File: config.mk
export PLATFORM = sky130hd
export DESIGN_NAME = sync_fifo_fwft_ctrl
export DESIGN_NICKNAME = d
export VERILOG_FILES = /design/src/rtl/fifo_pkg.sv /design/src/rtl/simple_dpram_logic.sv /design/src/rtl/sync_fifo_fwft_ctrl.sv
export SDC_FILE = /design/constraint.sdc
export NUM_CORES = 2
export LEC_CHECK = 0
export BUFFER_PORTS_ARGS = -buffer_cell sky130_fd_sc_hd__buf_2
export CAP_MARGIN = 20
export CORE_AREA = 2 2 458 460
export DETAILED_ROUTE_END_ITERATION = 6
export DIE_AREA = 0 0 460 462
export HOLD_SLACK_MARGIN = 0.02
export PLACE_DENSITY_LB_ADDON = 0.2
export SETUP_SLACK_MARGIN = 0.15
export SLEW_MARGIN = 20
export SYNTH_ARGS = -nofsm -noshare
export SYNTH_HDL_FRONTEND = slang
export SYNTH_HIERARCHICAL = 1
export SYNTH_SLANG_ARGS = --single-unit
File: constraint.sdc
create_clock -name clk_i -period 2.9 [get_ports clk_i]
set_input_delay 0.58 -clock clk_i [delete_from_list [all_inputs] [get_ports clk_i]]
set_output_delay 0.58 -clock clk_i [all_outputs]
set_load 0.05 [all_outputs]
File: src/rtl/fifo_pkg.sv
// Shared types and helpers for the single-clock FWFT FIFO controller.
package fifo_pkg;

   typedef enum logic [1:0] {OUT_EMPTY, OUT_ONE, OUT_TWO} out_state_e;

   // Occupancy between two wrapping pointers that are ptr_w bits wide.
   function automatic logic [31:0] fifo_level(input logic [31:0] wptr,
                                              input logic [31:0] rptr,
                                              input int unsigned ptr_w);
      logic [31:0] mask;
      mask = (ptr_w >= 32) ? '1 : ((32'd1 << ptr_w) - 32'd1);
      return (wptr - rptr) & mask;
   endfunction

endpackage

File: src/rtl/simple_dpram_logic.sv
// Simple dual-port RAM: one write port, one read port with registered read data.
module simple_dpram_logic #(
   parameter int unsigned ADDR_WIDTH        = 8,
   parameter int unsigned DATA_WIDTH        = 8,
   parameter string       RD_DUR_WR_USE_NEW = "false",
   parameter string       DOUT_REG          = "false"
) (
   input  logic                  clk_i,
   input  logic                  we_i,
   input  logic [ADDR_WIDTH-1:0] waddr_i,
   input  logic [DATA_WIDTH-1:0] wdata_i,
   input  logic                  re_i,
   input  logic [ADDR_WIDTH-1:0] raddr_i,
   output logic [DATA_WIDTH-1:0] rdata_o
);

   logic [DATA_WIDTH-1:0] mem_q [2**ADDR_WIDTH];
   logic [DATA_WIDTH-1:0] rd_q;

   always_ff @(posedge clk_i) begin
      if (we_i) begin
         mem_q[waddr_i] <= wdata_i;
      end
   end

   generate
      if (RD_DUR_WR_USE_NEW == "true") begin : g_rd_new
         always_ff @(posedge clk_i) begin
            if (re_i) begin
               rd_q <= (we_i && (waddr_i == raddr_i)) ? wdata_i : mem_q[raddr_i];
            end
         end
      end else begin : g_rd_old
         always_ff @(posedge clk_i) begin
            if (re_i) begin
               rd_q <= mem_q[raddr_i];
            end
         end
      end

      if (DOUT_REG == "true") begin : g_dout_reg
         logic [DATA_WIDTH-1:0] dout_q;
         always_ff @(posedge clk_i) begin
            dout_q <= rd_q;
         end
         assign rdata_o = dout_q;
      end else begin : g_dout_comb
         assign rdata_o = rd_q;
      end
   endgenerate

endmodule

File: src/rtl/sync_fifo_fwft_ctrl.sv
// First-word-fall-through FIFO: RAM pointers, occupancy/status and a 2-entry
// prefetched output stage giving full-throughput valid/ready on both sides.
module sync_fifo_fwft_ctrl
   import fifo_pkg::*;
#(
   parameter int unsigned ADDR_WIDTH = 8,
   parameter int unsigned DATA_WIDTH = 8,
   parameter int unsigned AFULL_LVL  = 2**ADDR_WIDTH - 4,
   parameter int unsigned AEMPTY_LVL = 4
) (
   input  logic                  clk_i,
   input  logic                  rst_i,
   input  logic                  clr_i,
   input  logic                  s_valid_i,
   output logic                  s_ready_o,
   input  logic [DATA_WIDTH-1:0] s_data_i,
   output logic                  m_valid_o,
   input  logic                  m_ready_i,
   output logic [DATA_WIDTH-1:0] m_data_o,
   output logic [ADDR_WIDTH:0]   count_o,
   output logic                  full_o,
   output logic                  empty_o,
   output logic                  almost_full_o,
   output logic                  almost_empty_o
);

   localparam int unsigned PtrW = ADDR_WIDTH + 1;
   localparam logic [PtrW-1:0] DepthC  = PtrW'(2**ADDR_WIDTH);
   localparam logic [PtrW-1:0] AfullC  = PtrW'(AFULL_LVL);
   localparam logic [PtrW-1:0] AemptyC = PtrW'(AEMPTY_LVL);

   logic [PtrW-1:0]       wptr_q, wptr_d, rptr_q, rptr_d;
   logic [PtrW-1:0]       count_q, count_d;
   logic [PtrW-1:0]       ram_occ;
   out_state_e            out_q, out_d;
   logic                  inflight_q, inflight_d;
   logic [DATA_WIDTH-1:0] head_q, head_d, tail_q, tail_d;
   logic                  s_ready_q, s_ready_d;
   logic                  full_q, full_d, empty_q, empty_d;
   logic                  afull_q, afull_d, aempty_q, aempty_d;
   logic [DATA_WIDTH-1:0] ram_rdata;
   logic                  push, pop, cap, ren, m_valid;
   logic [1:0]            out_n;

   assign m_valid = (out_q != OUT_EMPTY);
   assign ram_occ = PtrW'(fifo_level(32'(wptr_q), 32'(rptr_q), PtrW));

   always_comb begin
      push       = s_valid_i & s_ready_q & ~clr_i;
      pop        = m_valid & m_ready_i & ~clr_i;
      cap        = inflight_q;
      out_n      = 2'd0;
      out_d      = out_q;
      head_d     = head_q;
      tail_d     = tail_q;

      unique case (out_q)
         OUT_ONE: out_n = 2'd1;
         OUT_TWO: out_n = 2'd2;
         default: out_n = 2'd0;
      endcase

      // Words held or on their way after this pop must stay below two.
      ren = (ram_occ != '0) && ~clr_i &&
            (({1'b0, out_n} + {2'b00, inflight_q}) < (3'd2 + {2'b00, pop}));

      wptr_d     = wptr_q + PtrW'(push);
      rptr_d     = rptr_q + PtrW'(ren);
      inflight_d = ren;
      count_d    = count_q + PtrW'(push) - PtrW'(pop);

      unique case (out_q)
         OUT_EMPTY: begin
            if (cap) begin
               head_d = ram_rdata;
               out_d  = OUT_ONE;
            end
         end
         OUT_ONE: begin
            if (cap && pop) begin
               head_d = ram_rdata;
            end else if (cap) begin
               tail_d = ram_rdata;
               out_d  = OUT_TWO;
            end else if (pop) begin
               out_d  = OUT_EMPTY;
            end
         end
         OUT_TWO: begin
            if (pop) begin
               head_d = tail_q;
               if (cap) begin
                  tail_d = ram_rdata;
               end else begin
                  out_d = OUT_ONE;
               end
            end
         end
         default: out_d = OUT_EMPTY;
      endcase

      if (clr_i) begin
         wptr_d     = '0;
         rptr_d     = '0;
         inflight_d = 1'b0;
         count_d    = '0;
         out_d      = OUT_EMPTY;
         head_d     = '0;
         tail_d     = '0;
      end

      s_ready_d = ~clr_i & (count_d < DepthC);
      full_d    = (count_d == DepthC);
      empty_d   = (count_d == '0);
      afull_d   = (count_d >= AfullC);
      aempty_d  = (count_d <= AemptyC);
   end

   always_ff @(posedge clk_i) begin
      if (rst_i) begin
         wptr_q     <= '0;
         rptr_q     <= '0;
         count_q    <= '0;
         out_q      <= OUT_EMPTY;
         inflight_q <= 1'b0;
         head_q     <= '0;
         tail_q     <= '0;
         s_ready_q  <= 1'b0;
         full_q     <= 1'b0;
         empty_q    <= 1'b1;
         afull_q    <= 1'b0;
         aempty_q   <= 1'b1;
      end else begin
         wptr_q     <= wptr_d;
         rptr_q     <= rptr_d;
         count_q    <= count_d;
         out_q      <= out_d;
         inflight_q <= inflight_d;
         head_q     <= head_d;
         tail_q     <= tail_d;
         s_ready_q  <= s_ready_d;
         full_q     <= full_d;
         empty_q    <= empty_d;
         afull_q    <= afull_d;
         aempty_q   <= aempty_d;
      end
   end

   // Read address never equals the write address of the same cycle.
   simple_dpram_logic #(
      .ADDR_WIDTH        (ADDR_WIDTH),
      .DATA_WIDTH        (DATA_WIDTH),
      .RD_DUR_WR_USE_NEW ("false"),
      .DOUT_REG          ("false")
   ) u_ram (
      .clk_i   (clk_i),
      .we_i    (push),
      .waddr_i (wptr_q[ADDR_WIDTH-1:0]),
      .wdata_i (s_data_i),
      .re_i    (ren),
      .raddr_i (rptr_q[ADDR_WIDTH-1:0]),
      .rdata_o (ram_rdata)
   );

   assign s_ready_o      = s_ready_q;
   assign m_valid_o      = m_valid;
   assign m_data_o       = head_q;
   assign count_o        = count_q;
   assign full_o         = full_q;
   assign empty_o        = empty_q;
   assign almost_full_o  = afull_q;
   assign almost_empty_o = aempty_q;

endmodule

==> impl_metrics.tcl <==
set metrics [dict create \
    status "finished with violations" \
    violations "negative setup slack" \
    vias 43250 \
    power_density_nw_per_um2 626.3 \
    area_delta_synth_final_pct 20.19 \
    clk_latency_ps 870 \
    use_met1_pct 29.27 \
    synthXorXnorAreaFrac_pct 0.2016 \
    final_nets 4854 \
    die_area_um2 212500 \
    synth_compound_area_share_pct 3.829 \
    cp_slowest_cell "mux4_2" \
    root_buffer "clkbuf_16" \
    synth_ff_type "edfxtp_1" \
    synth_top_cells_by_count "2056 x edfxtp_1, 454 x mux4_2, 323 x nor2_1" \
    cp_cell_sequence "buf_12 -> buf_12 -> buf_12 -> mux4_2 -> mux4_2 -> nor2b_4 -> nor4_4 -> buf_4 -> nor4_2" \
    placedCellCount 7270 \
    syn_area_per_cell_um2 20.27 \
    fin_cells 7717 \
    synth_cell_type_count 77 \
    start_util_pct 39.67 \
    drive_gt1_share_pct 33.65 \
    crit_path_start_kind "register" \
    first_global_vias 43290 \
    totalPowerFinal_uw 62140 \
    core_um2 208100 \
    yosys.area.top_type_share_pct 74.79 \
    gp_congestion 0.8326 \
    clk_path_buf_depth 3 \
    cp.required_ps 3500 \
    cp-end-kind "register" \
    track_usage_pct 20.62 \
    grtUsageMet2_pct 33.45 \
    skew_ps 50.45 \
    synthMuxAreaShare_pct 14.32 \
    finalSetupViolCount 5 \
    synth_top_area_cell "edfxtp_1" \
    crit_type "register to register" \
    synth-simple-area-share_pct 3.309 \
    crit_family "multiplexers" \
    min_period_ps 2993 \
    vias_per_cell 5.604 \
    maxCapViolations 0 \
    die_h_um 462 \
    synth_edf_count 2056 \
    synthArstFlopShare_pct 0 \
    postRouteAntennaNets 0 \
    cp.buffers_inverters 4 \
    relSlewSlack_pct 44.50 \
    grt_max_degree 93 \
    power.leakage_uw 0.03118 \
    synthAdderAreaFrac_pct 0.3577 \
    dpl.hpwl_mm 141.9 \
    yosysWarnings 6 \
    cts.sinks 2107 \
    synth.area.top_cells "edfxtp_1 75%, mux4_2 12%, mux2i_1 1.9%, nor2_1 1.5%, dfxtp_1 1.2%" \
    drv_slew 0 \
    critPathArrivalTime_ps 3600 \
    busiest_layer "met2" \
    fin_crit_sh_pct 103.2 \
    grtUsageMet3_pct 3.168 \
    synth_top_family_by_area "multiplexers" \
    first_iter_violations 4775 \
    synth_area_um2 82550 \
    cp_max_fo 7 \
    numCtsBuffers 209 \
    num_rows 168 \
    detail_route.first_pass.iterations 5 \
    remaining_drc_errors 0 \
    rsz0062_at_grt "yes" \
    tightest_slew_ps 830.5 \
    cts_max_level 4 \
    tritoncts "done" \
    crit_path_frequent_cell "buf_12" \
    portBuffers 35 \
    slowest_delay_ps 510 \
    max_freq_mhz 334.1 \
    antenna_found_initial 8 \
    synth_seq_cells 2107 \
    wl_mm 219.1 \
    fin_ws_ps -93.46 \
    clkTransAtPathRegs_ps 60 \
    wl_per_cell_um 28.39 \
    ios 36 \
    yosysMostFrequentCell "edfxtp_1" \
    hold_viol_final 0 \
    min_path_type "primary input to register" \
    synth_cells 4072 \
    ir_drop_uv 463.8 \
    setup_tns_ps -290.4 \
    die_w_um 460 \
    grt-ovfl-total 0 \
    synthesis.nets 4108 \
    grt_pass1_wl_mm 315.3 \
    ys_seq_area_share_pct 76.03 \
]
worst reg2reg max path: stages, from the launching register on:
cell and delay (ps):
dfxtp_4 380, buf_12 180, buf_12 170, buf_12 130
mux4_2 510, mux4_2 500, nor2b_4 170, nor4_4 470
buf_4 200, nor4_2 30
kinds of logic after synthesis:
kind of cell	after synthesis
AOI/OAI and AO/OA	454
muxes	610
DFF	2107
adders and majority gates	23
and+or+nand+nor	586
xor gates and xnor gates	19
buffers and inverters	273
worst paths after layout:
path	startpoint	cells after the start	endpoint	slack, ps
max reg2reg	rptr_q[0]$_SDFF_PP0_	9	u_ram/rdata_o[2]$_DFFE_PP_	-90
max	rptr_q[0]$_SDFF_PP0_	9	u_ram/rdata_o[2]$_DFFE_PP_	-90
min reg2reg	m_data_o[5]$_SDFFE_PP0P_	2	m_data_o[5]$_SDFFE_PP0P_	490
min	s_data_i[5]	1	u_ram/mem_q[170][5]$_DFFE_PP_	100
power breakdown:
group          internal [uW]  switching, uW
Sequential             33400           28.3
Combinational            797           1170
Clock                  15000          11700
registers in the layout, summed over array words and instances, names as in the netlist:
register        count
full_o              1
count_o             9
rptr_q              9
cap                 1
m_data_o            8
almost_full_o       1
wptr_q              9
u_ram/mem_q      2048
tail_q              8
s_ready_o           1
empty_o             1
u_ram/rdata_o       8
almost_empty_o      1
out_q               2
layer usage:
metal | up-vias | routed length (um)
met5 | - | 0
met4 | 0 | 4551
met1 | 23080 | 94160
met2 | 1497 | 106300
li1 | 18390 | -
met3 | 283 | 14060
placed cells by master (no fill, tap or decap), drive strengths merged, types with 24 or more instances in the layout:
cell type	count
a211oi	28
a21oi	116
a22oi	133
buf	772
clkbuf	267
clkinv	91
dfxtp	51
edfxtp	2056
inv	35
mux2i	153
mux4	456
nand2	49
nand3	42
nor2	323
nor2b	37
nor3	24
nor4	30
o21ai	33
o221ai	47
o22ai	31
final cells by class:
| type | instances | area (um2) |
|---|---|---|
| antenna | 1 | 2.502 |
| clock buffer | 265 | 5520 |
| clock inverter | 124 | 1261 |
| fill | 17240 | 108900 |
| inverter | 29 | 108.9 |
| multi-input combinational | 1692 | 19000 |
| sequential | 2107 | 62780 |
| tap | 2720 | 3403 |
| timing repair buffer | 779 | 7142 |
what timing repair did:
action / in CTS / in global routing
buffers inserted: 41 / 8
resized for setup: 143 / 42
hold buffers: 1 / 0
pin swaps: 28 / 15
hold endpoints to repair: 6 / 0
cloned: 5 / 2
setup endpoints to repair: 19 / 22
per-stage QoR:
step / utilization [%] / area (um2) / hold slack (ps) / setup WS, ps
after detailed placement: 43.63 / 90800 / 486.4 / -924.2
after CTS: 47.52 / 98900 / 34.42 / -136.2
final: 47.68 / 99220 / 97.41 / -93.46
after floorplan: - / 82590 / 463.1 / 143.1
after global routing: 47.68 / 99220 / 65.21 / -136.7
after global placement: 43.63 / 90780 / 473.9 / -954.6
No activity file was read; power rests on OpenSTA's default activity.
